`config.mk`:
```
export PLATFORM = sky130hd
export DESIGN_NAME = ifu
export DESIGN_NICKNAME = d
export VERILOG_FILES = /design/src/rtl/ifu.sv
export SDC_FILE = /design/constraint.sdc
export NUM_CORES = 1
export LEC_CHECK = 0
export BUFFER_PORTS_ARGS = -buffer_cell sky130_fd_sc_hd__buf_2
export CORE_ASPECT_RATIO = 1.75
export CORE_MARGIN = 2
export CORE_UTILIZATION = 39
export DETAILED_ROUTE_END_ITERATION = 12
export GPL_ROUTABILITY_DRIVEN = 0
export PLACE_DENSITY = 0.74
export SLEW_MARGIN = 20
export SYNTH_ARGS = -nofsm -noshare
export SYNTH_HDL_FRONTEND = slang
export SYNTH_SLANG_ARGS = --single-unit
export TNS_END_PERCENT = 20
```
`constraint.sdc`:
```
create_clock -name i_clk -period 1.4 [get_ports i_clk]
set_clock_uncertainty 0.1 [all_clocks]
set_input_delay 0.14 -clock i_clk [delete_from_list [all_inputs] [get_ports i_clk]]
set_output_delay 0.14 -clock i_clk [all_outputs]
set_load 0.02 [all_outputs]
```
`src/rtl/ifu.sv`:
```
// ---------------------------------------------------------------------------
// ifu -- instruction fetch unit
//
// Fetches one instruction word at a time from instruction memory and hands it
// to the decode stage. The next fetch address comes from the PC unit. There
// is no internal increment. The unit runs one fetch at a time through a
// four-state loop:
//
//   S_REQ  : drive o_mem_req / o_mem_addr until i_mem_gnt
//   S_WAIT : wait for i_mem_rvalid, capture i_mem_rdata
//   S_HOLD : present o_instr / o_pc with o_post_valid until i_post_ready
//   S_NEXT : raise o_pre_ready until i_pre_valid delivers the next PC
//
// The best-case loop takes 4 cycles per instruction. Each stall lengthens
// only the state that is waiting. A handshake input that arrives while the
// FSM is in any other state is ignored.
//
// Parameters
//   RESET_PC      first fetch address after reset
//
// Ports
//   i_clk         clock, rising edge
//   i_rst_n       synchronous active-low reset (shared with the memory)
//   i_next_pc     next fetch address (valid with i_pre_valid)
//   i_pre_valid   i_next_pc valid
//   o_pre_ready   ifu ready to take i_next_pc (S_NEXT only)
//   o_mem_req     instruction memory request (S_REQ only)
//   o_mem_addr    request address
//   i_mem_gnt     request accepted this cycle
//   i_mem_rvalid  read data valid
//   i_mem_rdata   read instruction word
//   o_pc          address of the fetch that produced o_instr
//   o_instr       delivered instruction word
//   o_post_valid  instruction valid to decode (S_HOLD only)
//   i_post_ready  decode accepts the instruction
//   o_misalign    delivered PC was misaligned
//
// Build option
//   IFU_MISALIGN_CHK_EN
//     Defined: a fetch from a PC with pc[1:0] != 0 issues no memory request.
//       The unit moves to S_HOLD on the next cycle and delivers a nop
//       (32'h0000_0013) with o_misalign = 1.
//     Undefined: the low address bits are dropped on the request, and
//       o_misalign is tied to 0.
// ---------------------------------------------------------------------------
module ifu #(
  parameter logic [31:0] RESET_PC = 32'h8000_0000
) (
  input  logic        i_clk,
  input  logic        i_rst_n,
  input  logic [31:0] i_next_pc,
  input  logic        i_pre_valid,
  output logic        o_pre_ready,
  output logic        o_mem_req,
  output logic [31:0] o_mem_addr,
  input  logic        i_mem_gnt,
  input  logic        i_mem_rvalid,
  input  logic [31:0] i_mem_rdata,
  output logic [31:0] o_pc,
  output logic [31:0] o_instr,
  output logic        o_post_valid,
  input  logic        i_post_ready,
  output logic        o_misalign
);

  typedef enum logic [1:0] {
    S_REQ  = 2'd0,
    S_WAIT = 2'd1,
    S_HOLD = 2'd2,
    S_NEXT = 2'd3
  } state_t;

  // Canonical RISC-V nop (addi x0, x0, 0), delivered in place of a
  // misaligned fetch.
  localparam logic [31:0] NOP_INSTR = 32'h0000_0013;

  state_t      state;
  state_t      state_nxt;
  logic [31:0] pc;
  logic [31:0] instr;
  logic        pc_bad;

  // pc_bad marks a fetch that must not reach memory. Without the check it is
  // constant 0, so the extra paths drop out of the logic.
`ifdef IFU_MISALIGN_CHK_EN
  assign pc_bad = (pc[1:0] != 2'b00);
`else
  assign pc_bad = 1'b0;
`endif

  // -------------------------------------------------------------------------
  // State register
  // -------------------------------------------------------------------------
  // NOTE: clocked state uses non-blocking (<=) so every register samples the
  // pre-edge values; blocking here would create order-dependent races.
  always_ff @(posedge i_clk) begin
    if (!i_rst_n) state <= S_REQ;
    else          state <= state_nxt;
  end

  // -------------------------------------------------------------------------
  // Next-state logic
  // -------------------------------------------------------------------------
  // NOTE: the default assignment at the top keeps every path driven, so no
  // latch is inferred when a branch does not assign state_nxt.
  always_comb begin
    state_nxt = state;
    case (state)
      S_REQ: begin
        if (pc_bad)         state_nxt = S_HOLD;
        else if (i_mem_gnt) state_nxt = S_WAIT;
      end
      S_WAIT: if (i_mem_rvalid) state_nxt = S_HOLD;
      S_HOLD: if (i_post_ready) state_nxt = S_NEXT;
      S_NEXT: if (i_pre_valid)  state_nxt = S_REQ;
      default:                  state_nxt = S_REQ;
    endcase
  end

  // -------------------------------------------------------------------------
  // Handshake outputs. These decode from state only, and reset gates them
  // combinationally, so they read as 0 while reset is held even before the
  // first clock edge.
  // -------------------------------------------------------------------------
  always_comb begin
    o_mem_req    = 1'b0;
    o_post_valid = 1'b0;
    o_pre_ready  = 1'b0;
    if (i_rst_n) begin
      case (state)
        S_REQ:   o_mem_req    = !pc_bad;
        S_HOLD:  o_post_valid = 1'b1;
        S_NEXT:  o_pre_ready  = 1'b1;
        default: ;
      endcase
    end
  end

  // -------------------------------------------------------------------------
  // PC and instruction registers. pc changes only in S_NEXT, and instr only
  // in S_WAIT or on a rejected fetch in S_REQ. Both are therefore stable for
  // the whole of S_HOLD, and o_pc always names the fetch behind o_instr.
  // -------------------------------------------------------------------------
  always_ff @(posedge i_clk) begin
    if (!i_rst_n) begin
      pc    <= RESET_PC;
      instr <= 32'h0;
    end else begin
      if (state == S_NEXT && i_pre_valid)  pc    <= i_next_pc;
      if (state == S_WAIT && i_mem_rvalid) instr <= i_mem_rdata;
      if (state == S_REQ  && pc_bad)       instr <= NOP_INSTR;
    end
  end

`ifdef IFU_MISALIGN_CHK_EN
  logic misalign;

  // Set together with the substituted nop, and cleared when decode takes it.
  always_ff @(posedge i_clk) begin
    if (!i_rst_n) begin
      misalign <= 1'b0;
    end else if (state == S_REQ && pc_bad) begin
      misalign <= 1'b1;
    end else if (state == S_HOLD && i_post_ready) begin
      misalign <= 1'b0;
    end
  end

  // Requests only ever leave with an aligned pc, so no masking is needed.
  assign o_mem_addr = pc;
  assign o_misalign = misalign;
`else
  assign o_mem_addr = {pc[31:2], 2'b00};
  assign o_misalign = 1'b0;
`endif

  assign o_pc    = pc;
  assign o_instr = instr;

endmodule

```
== Word level (Yosys, flattened, before mapping) ==
Index checks and enable logic that the tools add are counted.

* Flip-flop bits (word level): 66
* Input port bits: 70
* Output and inout port bits: 100
* Logic and storage cells: 25

* Eq/ne operators: 7
* Muxes and demuxes: 11
* Reductions and logical operators: 4

{| class="wikitable"
|+ Operators with widths
! kind !! count
|-
| 2-bit 2-to-1 mux || 4
|-
| 2-bit != test, second input constant || 4
|-
| 2-bit one-hot mux with 4 select lines || 1
|-
| 1-bit 2-to-1 mux || 6
|-
| 2-bit == test, second input constant || 2
|-
| 4-bit AND reduction || 1
|-
| 2-bit by 1-bit == test with 1-bit output, second input constant || 1
|-
| 1-bit logical AND || 2
|-
| 2-bit logical NOT || 1
|}

== Longest topological paths before layout ==
* Word-level depth: 3
* Mapped depth: 7
* Mapped depth without buffers: 5

== Worst setup path before layout ==
Ideal clock, no wire load.

* Path kind: register -> register
* From: register state[0]
* To: register state[0]
* Library setup time: 0.072 ns
* Data arrival time: 1.299 ns
* Slack: -0.071 ns
* Stages on the path, launching flop included: 6
* Path buffers: 0
* Period minus slack after synthesis: 1.471 ns
* Cell sequence: dfxtp_1 inv_1 ha_1 nor2b_4 a2111oi_4 mux2i_1

* Longest elaborated chain between the ends: 3
* Elaborated cells between the ends (all ways): 10
* Classes of those cells: eq/ne (7); mux (1); reduce/logical (2)

{| class="wikitable"
|+ RTL lines
! element !! line !! text
|-
| start, declared || 77 || <nowiki>state_t state;</nowiki>
|-
| start signal, assigned || 98 || <nowiki>else state <= state_nxt;</nowiki>
|-
| 2-bit == test (tied with other cells) || 108 || <nowiki>case (state)</nowiki>
|-
| 2-bit != test (no line) || - ||
|-
| 4-bit AND reduction (no line) || - ||
|}

Several ways; a longest one is shown, not always the timed one.
A chain may end at the register's enable or synchronous reset.

== Worst setup path after layout ==
* From: register state[1]
* To: register state[0]

The elaborated chain is that of the path after synthesis.

==> results.txt <==
Worst R2R Setup Slack = -0.18 ns
Via count normalized by instance count = 4.62
Synth Area in Simple Gates = 0.197
Utilization after layout = 0.635
Least setup slack across all paths after layout = -0.184 ns
Dominant combinational cell family by area after synthesis = simple AND/OR/NAND/NOR gates
First DRT Iteration DRCs = 122
H-tree levels = 3
Number of warnings issued by yosys = 0
Period utilization = 1.13
Die Span X = 68.8 um
Clock latency of the later-clocked register in the worst-skew pair = 0.32 ns
Max Cap Violations = 0
Count of cell types in the netlist = 21
GRT overflow = 0
Via count of the first global-routing pass = 2,849
Initial antenna violation count = 0
Register cell area after layout = 1330 um^2
Multiplexer area fraction after synthesis = 0.00699
End point of the most critical hold path = o_pc[25]
RSZ-0062 raised after global routing = yes
Tightest Hold Check Type = in -> reg
Die ar. = 8080 um^2
Synth Area in XOR/XNOR = 0
Post-synthesis cell count = 337
Count of standard-cell rows = 41
Post-synthesis sequential area ratio = 0.461
Worst endpoint required time = 1.53 ns
Number of sinks on the clock net = 66
CTS tree = done
Dominant cell type by area after synthesis = dfxtp_1
Reg2Reg Depth = 5
Layout cell share with drive strength beyond 1 = 0.378
Global-route total usage across every layer = 0.209
Die outline height = 117 um
Ranking of synthesized cells by area = dfxtp_1 46%, nand2_1 17%, a21boi_1 11%
Slew Limit Fails = 0
Antenna viol nets, final = 0
Hold path depth = 3
Hold path start = i_next_pc[25]
First-pass iteration count of the detailed router = 4
Clock transition time at the flip-flop clock pins of the worst setup and hold paths = 0.05 ns
Total inserted antenna cells = 0
Clock buffers created by TritonCTS = 9
Routed wirelength normalized by instance count = 13.2 um
Number of remaining DRC errors = 0
Initial Util = 0.399
Top fanout value on the critical path = 3
Hpwl dp = 4980 um
Synthesized area = 2870 um^2
Area share of the largest cell type after synthesis = 0.461
Boundary Pins = 170
Fillers = 592
Failing checks = setup timing
Critical Path Start Type = flop
Area of the multi-input gates = 1180 um^2
Number of buffers added on ports = 166
Sort of element at the end of the critical path = flop
Hold violation count in the final report = 0
Shortest clock period the worst path allows after layout = 1.58 ns
Worst hold slack after final layout = 0.00825 ns
CTS max path bufs = 2
Outcome = finished with violations
Placeable core region = 7180 um^2
Total vias in the final route = 2,890
Upper clock frequency limit = 0.631 GHz
Crit path kind = reg -> reg
Total power consumption of the routed design = 6.19 mW
Reg-to-reg endpoint = state[0]
Wire length of the first global-routing pass = 12,800 um
Arrival @ worst endpoint = 1.72 ns
Average footprint of a synthesized cell = 8.50 um^2
Setup Viol. Count Final = 6
Standby leakage power = 2.16 nW
Peak supply drop = 1.19 mV
Power density over the cells = 1360 nW/um^2
R2R Path Start = state[1]
Total of flip-flops plus latches after synthesis = 66
Adder and majority gate portion of the synthesized area = 0.0175
Clk Tree Root Cell = clkbuf_16
Largest net degree at the start of global routing = 42
Area grow syn2layout = 59.2%
Compound-cell area share of the yosys netlist = 0.176
Final nets = 610
Final WL = 8260 um
cells by family after synthesis:
| kind of cell | count (synthesis) |
|---|---|
| AND/OR/NAND/NOR | 142 |
| flip-flops | 66 |
| AO/OA/AOI/OAI | 65 |
| buffers and inverters | 57 |
| adder cells (fa/ha/maj) | 4 |
| multiplexers | 2 |
| other | 1 |
state kept, by name, indices dropped and copies added, names as in the netlist:
name / flops
state: 2
o_instr: 32
o_pc: 32
final cells by class:
type,instances,area share
repair buffers,240,0.356
inverters,3,0.00302
well taps,86,0.0236
clock inverters,2,0.00768
flip-flops and latches,66,0.291
multi-input cells,216,0.259
clock buffers,13,0.0592
cells in the mapped netlist (all sizes together):
| cell | instances |
|---|---|
| nand2 | 133 |
| dfxtp | 66 |
| a21boi | 63 |
| buf | 47 |
| clkbuf | 7 |
| and2 | 5 |
| ha | 4 |
| inv | 3 |
| mux2i | 2 |
| nor2b | 2 |
| a2111oi | 1 |
| and2b | 1 |
| conb | 1 |
| nand3 | 1 |
| o21ai | 1 |
per-layer routing:
| layer | share of wire | vias to the layer above | wire length, um | GRT usage |
|---|---|---|---|---|
| met5 | 0 | - | 0 | 0 |
| met4 | 0.029 | 0 | 240 | 0.116 |
| met3 | 0.051 | 22 | 419 | 0.0431 |
| met2 | 0.55 | 112 | 4550 | 0.361 |
| met1 | 0.37 | 1324 | 3050 | 0.224 |
| li1 | - | 1432 | - | - |
what timing repair did:
item                       4_1_cts  5_1_grt
buffers inserted                 0        0
resized for setup               10        2
hold buffers                    63        0
gates cloned                     0        1
setup endpoints to repair       11       68
pin swaps                        2        0
hold endpoints to repair        63        0
per-stage QoR:
step	setup TNS, ns	area (um^2)	setup slack (ns)	instances
floorplan	-0.129	2890	-0.0645	339
global placement	-0.151	3560	-0.0767	547
detailed placement	-0.362	3560	-0.189	547
CTS	-0.581	4540	-0.147	625
global route	-3.45	4560	-0.224	626
finish	-0.570	4560	-0.184	626
where the power goes:
part	leakage (nW)	switching, mW	internal (mW)
Sequential	0.535	0.126	2.08
Clock	0.152	0.754	1.51
Combinational	1.48	0.915	0.810
Total	2.16	1.79	4.40
worst max-delay path by stage:
stage,startpoint,endpoint,slack (ns),depth (start not counted)
after detailed placement,state[0],state[0],-0.19,5
after CTS,state[1],state[0],-0.15,5
after floorplan,state[1],state[0],-0.06,5
after global routing,state[0],state[0],-0.22,4
after global placement,state[0],state[1],-0.08,5
final,state[1],state[0],-0.18,5
critical path: stages, from the launching register on:
cell	delay (ns)
dfxtp_2	0.34
buf_6	0.12
ha_4	0.15
nor2b_4	0.13
a2111oi_4	0.40
mux2i_1	0.26
placed cells by master (no fill, tap or decap), types with 2 or more instances in the layout:
master,count
dlygate4sd3_1,63
conb_1,3
nand2_1,133
a21boi_1,43
and2_1,2
buf_12,4
and2_2,2
buf_4,4
mux2i_1,2
a21boi_0,20
buf_6,3
ha_4,2
dfxtp_1,64
buf_2,165
clkbuf_8,3
clkbuf_16,10
Power figures use the tool's default switching activity.
